[config.mk]
export PLATFORM = sky130hd
export DESIGN_NAME = fetch_stage
export DESIGN_NICKNAME = d
export VERILOG_FILES = /design/src/rtl/fetch_stage.sv
export SDC_FILE = /design/constraint.sdc
export NUM_CORES = 1
export LEC_CHECK = 0
export ABC_AREA = 1
export CAP_MARGIN = 20
export CORE_MARGIN = 10
export CORE_UTILIZATION = 33
export CTS_CLUSTER_DIAMETER = 100
export CTS_CLUSTER_SIZE = 10
export DETAILED_ROUTE_END_ITERATION = 8
export GPL_ROUTABILITY_DRIVEN = 1
export GPL_TIMING_DRIVEN = 0
export HOLD_SLACK_MARGIN = 0.08
export SLEW_MARGIN = 15
export SYNTH_ARGS = -nofsm -noshare
export SYNTH_HDL_FRONTEND = slang
export SYNTH_SLANG_ARGS = --single-unit
[constraint.sdc]
create_clock -name clk -period 2.5 [get_ports clk]
set_input_delay 0.625 -clock clk [delete_from_list [all_inputs] [get_ports clk]]
set_output_delay 0.625 -clock clk [all_outputs]
set_load 0.03 [all_outputs]
[src/rtl/fetch_stage.sv]
// Instruction fetch with PC ownership, next-PC select, single-outstanding imem handshake and IF/ID register.
// Latency: a word acked in cycle t appears on ID_* in cycle t+1; one instruction per cycle on zero-wait memory.
// Backpressure: IF_ID_write parks an acked word in a one-entry skid buffer; no new request is issued until it drains.
module fetch_stage #(
  parameter logic [31:0] RESET_PC  = 32'h0000_0000,
  parameter logic [31:0] NOP_INSTR = 32'h0000_0000
) (
  input  logic        clk,
  input  logic        rst,
  input  logic        pc_write,
  input  logic        IF_ID_write,
  input  logic        IF_ID_flush,
  input  logic [1:0]  s_npc,
  input  logic [31:0] branch_target,
  input  logic [31:0] jump_target,
  output logic        imem_req,
  output logic [31:0] imem_addr,
  input  logic        imem_ack,
  input  logic [31:0] imem_rdata,
  output logic [31:0] ID_pc,
  output logic [31:0] ID_pc4,
  output logic [31:0] ID_instr,
  output logic        ID_valid
);

  // REQ: request for pc outstanding; HOLD: word parked in skid; KILL: stale request in flight.
  typedef enum logic [1:0] {
    REQ  = 2'd0,
    HOLD = 2'd1,
    KILL = 2'd2
  } state_t;

  state_t      state;
  logic [31:0] pc;
  logic [31:0] pc_plus4;
  logic [31:0] skid_dat;

  logic        redirect;
  logic [31:0] redirect_pc;
  logic        word_vld;
  logic [31:0] word_dat;
  logic        word_load;

  assign pc_plus4 = pc + 32'd4;

  // Next-PC select: only branch/jump redirect; 11 falls back to sequential; frozen PC ignores redirects.
  always_comb begin
    redirect    = 1'b0;
    redirect_pc = jump_target;
    case (s_npc)
      2'b01: begin
        redirect    = ~pc_write;
        redirect_pc = branch_target;
      end
      2'b10: begin
        redirect    = ~pc_write;
        redirect_pc = jump_target;
      end
      default: begin
        redirect    = 1'b0;
        redirect_pc = jump_target;
      end
    endcase
  end

  // A word for the current PC is either arriving now or already parked in the skid buffer.
  always_comb begin
    word_vld  = ((state == REQ) && imem_ack) || (state == HOLD);
    word_dat  = (state == HOLD) ? skid_dat : imem_rdata;
    // The word is consumed only when IF/ID actually takes it; a redirect discards it.
    word_load = word_vld && !redirect && !IF_ID_flush && !IF_ID_write;
  end

  // Request is gated by rst so the memory never sees a request while held in reset.
  assign imem_req  = (state == REQ) && !rst;
  assign imem_addr = pc;

  // Fetch FSM, PC and skid buffer.
  always_ff @(posedge clk) begin
    if (rst) begin
      state    <= REQ;
      pc       <= RESET_PC;
      skid_dat <= NOP_INSTR;
    end else if (redirect) begin
      pc <= redirect_pc;
      case (state)
        // A request still in flight must have its ack swallowed before refetching.
        // Once the stale ack lands, nothing is outstanding, so REQ is safe even mid-redirect.
        REQ, KILL: state <= imem_ack ? REQ : KILL;
        default:   state <= REQ;
      endcase
    end else begin
      if (word_load && !pc_write) begin
        pc <= pc_plus4;
      end
      case (state)
        REQ: begin
          // Acked but not taken by IF/ID (hold or flush): park it instead of refetching.
          if (imem_ack && !word_load) begin
            skid_dat <= imem_rdata;
            state    <= HOLD;
          end
        end
        HOLD: begin
          if (word_load) begin
            state <= REQ;
          end
        end
        KILL: begin
          if (imem_ack) begin
            state <= REQ;
          end
        end
        default: state <= REQ;
      endcase
    end
  end

  // IF/ID register: reset > flush bubble > hold > load word > bubble.
  always_ff @(posedge clk) begin
    if (rst) begin
      ID_pc    <= 32'h0000_0000;
      ID_pc4   <= 32'h0000_0000;
      ID_instr <= NOP_INSTR;
      ID_valid <= 1'b0;
    end else if (IF_ID_flush) begin
      ID_instr <= NOP_INSTR;
      ID_valid <= 1'b0;
    end else if (IF_ID_write) begin
      ID_valid <= ID_valid;
    end else if (word_load) begin
      ID_pc    <= pc;
      ID_pc4   <= pc_plus4;
      ID_instr <= word_dat;
      ID_valid <= 1'b1;
    end else begin
      ID_instr <= NOP_INSTR;
      ID_valid <= 1'b0;
    end
  end

endmodule
### Word level (Yosys, flattened, before mapping)

Index checks and enable logic that the tools add are counted.

* bitwise operators: 4
* $lt $le $gt $ge: 0
* muxes and demuxes: 14
* reduce and logical (&&, ||, !) cells: 22
* shifts and indexed selects: 0
* div/mod/pow operators: 0
* $mul: 0
* eq/ne operators: 7
* $add $sub $neg: 1

Operators with widths (count)
* 32-bit 2-to-1 mux: 5
* 32-bit by 3-bit adder with 32-bit output (second input constant): 1
* 2-bit 2-to-1 mux: 6
* 3-bit AND reduction: 3
* 1-bit logical AND: 7
* 1-bit zero test: 6
* 3-bit inequality test (second input constant): 2
* 2-bit case mux with 3 select lines: 1
* 2-bit OR reduction: 3
* 2-bit by 1-bit == test with 1-bit output (second input constant): 2
* 2-bit == test (second input constant): 2
* 1-bit inverter: 4
* 3-bit by 2-bit inequality test with 1-bit output (second input constant): 1
* 2-bit zero test: 1
* 1-bit 2-to-1 mux: 2
* 2-bit nonzero test: 1
* 1-bit logical OR: 1

* memories kept: 0
* bits in read-only memories: 0
* memory bits (writable): 0
* logic and storage cells: 55
* bits in latches: 0
* input port bits: 104
* flip-flop bits (word level): 163

### Depth between registers and ports, before layout

* depth after elaboration: 12
* mapped depth: 11
* depth with buffers taken out: 10

### Worst setup path before layout

No wires, ideal clock.

* path type: input port to output port
* from: in rst
* to: out imem_req
* arrival time: 1.401 ns
* stages on the path: 3
* setup slack: 0.474 ns
* path buffers: 2
* required time: 1.875 ns
* cell sequence: buf_2 buf_1 nor2_1

* longest elaborated chain between the ends: 2

Ends and longest elaborated chain
* start, declared: RTL line 9 `input logic rst,`
* 1-bit zero test: RTL line 75 `assign imem_req = (state == REQ) && !rst;`
* 1-bit logical AND: RTL line 75
* end, declared: RTL line 16 `output logic imem_req,`

No other way between the ends.

### Worst setup path in the final report

* from: in s_npc[0]
* to: reg pc[22] (netlist: imem_addr[22])

* longest elaborated chain between the ends: 9
* elaborated cells between the ends (all ways): 12
* classes of those cells: eq/ne: 2; mux: 3; reduce/logical: 7

Ends and longest elaborated chain
* start, declared: RTL line 13 `input logic [1:0] s_npc,`
* 2-bit by 1-bit == test with 1-bit output or 2-bit == test (tied branches): RTL line 50 `case (s_npc)`
* 2-bit OR reduction (no line)
* 1-bit 2-to-1 mux
* 1-bit zero test: RTL line 71 `word_load = word_vld && !redirect && !IF_ID_flush && !IF_ID_write;`
* 1-bit logical AND (3 in a row): RTL line 71
* 1-bit logical AND: RTL line 93 `if (word_load && !pc_write) begin`
* 2-bit nonzero test (no line)
* end signal, assigned: RTL line 85 `pc <= redirect_pc;`
* end signal, assigned: RTL line 94 `pc <= pc_plus4;`
* end, declared: RTL line 34 `logic [31:0] pc;`

Parallel ways exist; a longest one is shown, timed or not.
A chain may end at the register's enable or synchronous reset.

==> results.md <==
Outcome:
- The flow ran to the end, and the final reports show no timing, DRC or antenna violations.

Floorplan:
- In this run the horizontal extent of the chip is 170.1 um.
- The core region is 0.02203 mm^2.
- 234 I/O pins were placed.
- The initial core utilization is 0.3377.
- The row count is 54.
- The height of the chip is 170.1 um.
- The die covers 0.02894 mm^2.

Global routing:
- Across every metal layer, demand over resource in global routing totals 0.2065.
- Entering global routing, the biggest net connects 19 pins.
- The total overflow left after global routing is 0.
- The first global-routing pass estimated 45960 um of wire.
- The initial antenna violation count is 0.
- The number of global-route vias before repair came to 7750.

Routing:
- In the routed layout, each cell is associated on average with a via count of 4.989.
- The number of routed nets with antenna violations is 0.
- Summed over all layers, the routed wires come to 30540 um.
- For this run, design rule violations remaining after detail routing come to 0.
- The first TritonRoute pass finished after 5 iterations.
- The DRC violation total after the first TritonRoute iteration is 764.
- In the final routed layout, each cell accounts on average for 18.69 um.
- The via count of the routed design is 8152.

Power and ir drop:
- The standby leakage power is 4.126 nW.
- The design draws 0.006926 W.
- The power density over the cells is 645.8 mW/mm^2.
- The maximum vdd drop is 338.9 uV.

Logic synthesis:
- The netlist area before placement is 0.007437 mm^2.
- The number of standard cells after synthesis is 1088.
- Synthesis inferred 161 register bits.
- The netlist uses 28 different library cells.
- The share of the Yosys chip area taken by registers is 0.4334.
- The post-synth net total is 1194.
- The average instance in the mapped netlist occupies 6.836 um^2.
- The number of warnings reported in the yosys synthesis log is 0.

Clocking:
- The cell sitting at the root of the clock tree is a sky130_fd_sc_hd__clkbuf_16.
- The sink count of the clock tree is 161.
- The clock edge transition at the registers on the reported setup and hold paths is 0.07 ns.
- TritonCTS built the clock tree.
- The number of CTS-inserted buffers is 17.
- The clock latency on the worst-skew pair is 0.44 ns.
- The maximum root-to-sink buffer count is 2.
- The number of H-tree branching levels is 4.

Job:
- Across the run, the number of max-cap violations was 0.

Critical path:
- The required arrival time at the worst endpoint is 2.86 ns.
- The signal on the critical path passes through clkdlybuf4s50_1, ha_1, clkbuf_1, nand2_1, a21oi_1, nor2_1, a21oi_1.
- At the worst endpoint, the arrival time is 2.84 ns.
- The largest single stage delay on the critical path is 0.60 ns.
- Among all stages on the critical path, the largest delay is contributed by sky130_fd_sc_hd__clkbuf_1.
- The most numerous cell type found on the critical path is sky130_fd_sc_hd__a21oi_1.
- The critical path launch point type is an input port.
- The worst setup path is of the input port to flip-flop kind.
- The type of destination of the critical path is a flip-flop.
- The largest fanout on the critical path is 10.

Timing:
- In this run the tightest slew margin relative to its limit is 0.5303.
- The total negative slack is 0 ns.
- The post-route worst hold slack is 0.4484 ns.
- The final-report max-slew violation count is 0.
- The maximum clock rate is 0.4038 GHz.
- Clock skew on the completed layout was measured at 0.01293 ns.
- The time the final worst path needs with I/O delays and setup is 2.476 ns.
- The post-route fraction of the period consumed by the critical path is 0.9906.
- The final hold violation count is 0.
- The worst-margin pin slew is 0.7045 ns.
- Setup violations remaining at the end of the flow were counted as 0.
- Setup repair after global routing left no endpoint under its margin.

Final layout:
- The post-route non-filler standard cell count is 1634.
- The final layout net count is 1447.
- The area growth from synthesis to layout is 44.21%.
- In the final layout, the share of cells above drive strength 1 is 0.07312.
- 0 antenna diodes ended up in the layout.

Placement:
- In this run, placement finished with an instance count of 1599.
- The wire-length estimate of the detail-placed layout is 23950 um.
- The congestion estimate from routability-driven global placement came to 0.9736.
- In this run the tool buffered the top-level ports with 231 buffer cells.

Min path:
- The worst hold-check path type is flip-flop to flip-flop.
[worst max-delay path: cells and delay by family]
| family | cells | cell delay [ns] |
|---|---|---|
| simple gates | 2 | 0.21 |
| buf+inv | 2 | 1.09 |
| fa+ha+maj | 1 | 0.46 |
| compound gates | 2 | 0.44 |
[placed cells by master (no fill, tap or decap), types with 5 or more instances in the layout]
cell type,n
sky130_fd_sc_hd__nand2_1,266
sky130_fd_sc_hd__inv_1,88
sky130_fd_sc_hd__o21ai_1,36
sky130_fd_sc_hd__buf_2,20
sky130_fd_sc_hd__inv_2,9
sky130_fd_sc_hd__clkdlybuf4s50_1,230
sky130_fd_sc_hd__dfxtp_1,161
sky130_fd_sc_hd__clkbuf_16,17
sky130_fd_sc_hd__inv_8,6
sky130_fd_sc_hd__nand3_1,67
sky130_fd_sc_hd__o21ai_0,103
sky130_fd_sc_hd__xor2_1,8
sky130_fd_sc_hd__o211ai_1,22
sky130_fd_sc_hd__a21oi_1,126
sky130_fd_sc_hd__buf_4,13
sky130_fd_sc_hd__a31oi_1,6
sky130_fd_sc_hd__nor2_1,95
sky130_fd_sc_hd__nor2_2,7
sky130_fd_sc_hd__nand2_2,5
sky130_fd_sc_hd__clkbuf_1,32
[stage by stage]
step	area, um^2	setup slack (ns)	util
floorplan	7437	0.4744	-
global placement	10100	-0.5411	0.4585
detailed placement	10100	-0.5272	0.4585
CTS	10690	0.07705	0.4852
global route	10730	0.02099	0.4869
finish	10730	0.02356	0.4869
[report_power, final]
group / total [W] / switching, W / internal [W]
logic: 0.00146 / 0.000883 / 0.000578
registers: 0.00287 / 0.000138 / 0.00273
clock network: 0.00259 / 0.00125 / 0.00134
total: 0.00693 / 0.00227 / 0.00465
[synthesized netlist by cell type]
library cell,n,area share
sky130_fd_sc_hd__nand4_1,3,0.0025
sky130_fd_sc_hd__o211ai_1,22,0.022
sky130_fd_sc_hd__buf_1,4,0.0020
sky130_fd_sc_hd__xor2_1,8,0.0094
sky130_fd_sc_hd__a2111oi_0,1,0.0012
sky130_fd_sc_hd__ha_1,2,0.0034
sky130_fd_sc_hd__nand3b_1,2,0.0020
sky130_fd_sc_hd__or2_2,4,0.0034
sky130_fd_sc_hd__a21oi_1,126,0.085
sky130_fd_sc_hd__o21ai_1,36,0.024
sky130_fd_sc_hd__a31oi_1,6,0.0050
sky130_fd_sc_hd__o21ai_0,103,0.069
sky130_fd_sc_hd__inv_2,9,0.0045
sky130_fd_sc_hd__xnor2_1,2,0.0024
sky130_fd_sc_hd__nor2_1,95,0.048
sky130_fd_sc_hd__nor2_4,2,0.0030
sky130_fd_sc_hd__buf_6,1,0.0015
sky130_fd_sc_hd__buf_4,11,0.011
sky130_fd_sc_hd__a21oi_2,1,0.0012
sky130_fd_sc_hd__nand3_1,67,0.045
sky130_fd_sc_hd__buf_2,19,0.013
sky130_fd_sc_hd__nand2_2,5,0.0042
sky130_fd_sc_hd__nor3_1,1,0.00067
sky130_fd_sc_hd__nand2_1,266,0.13
sky130_fd_sc_hd__inv_1,88,0.044
sky130_fd_sc_hd__clkbuf_1,36,0.018
sky130_fd_sc_hd__nor2_2,7,0.0059
sky130_fd_sc_hd__dfxtp_1,161,0.43
[final timing paths]
kind | cells past startpoint | start | endpoint | slack, ns
worst min-delay path | 2 | skid_dat[0] | skid_dat[0] | 0.45
worst min register to register | 2 | skid_dat[0] | skid_dat[0] | 0.45
worst max-delay path | 7 | s_npc[0] | imem_addr[22] | 0.02
worst max register to register | 10 | imem_addr[3] | imem_addr[28] | 0.55
[layer usage]
| layer | share of wire | track usage |
|---|---|---|
| met5 | 0 | 0 |
| met4 | 0.016 | 0.05225 |
| met3 | 0.094 | 0.07566 |
| met2 | 0.45 | 0.3243 |
| met1 | 0.44 | 0.2623 |
[sequential cells by signal, indices dropped and copies added, names as in the netlist]
register,count
ID_pc,32
ID_valid,1
state,2
ID_instr,32
skid_dat,32
imem_addr,32
ID_pc4,30
[cells by family after synthesis]
family / synth area share
AOI/OAI and AO/OA: 0.2079
adders and majority gates: 0.003364
DFF: 0.4334
and+or+nand+nor: 0.2490
xor gates and xnor gates: 0.01178
buffers and inverters: 0.09455
[layout make-up]
class | count | area, um^2
fill | 2296 | 11300
multi-input combinational | 759 | 3511
sequential | 161 | 3223
timing repair buffer | 234 | 2346
clock buffer | 17 | 425.4
inverter | 97 | 364.1
tap | 280 | 350.3
buffer | 71 | 345.3
clock inverter | 15 | 160.2
[what timing repair did]
action                                 CTS  global route
endpoints found under the hold margin    0             0
gates cloned                             0             0
hold buffers                             0             0
buffers inserted                         0             3
pin swaps                                0             1
setup endpoints to repair                4            20
resized for setup                        3             6
No activity file was read; power rests on OpenSTA's default activity.
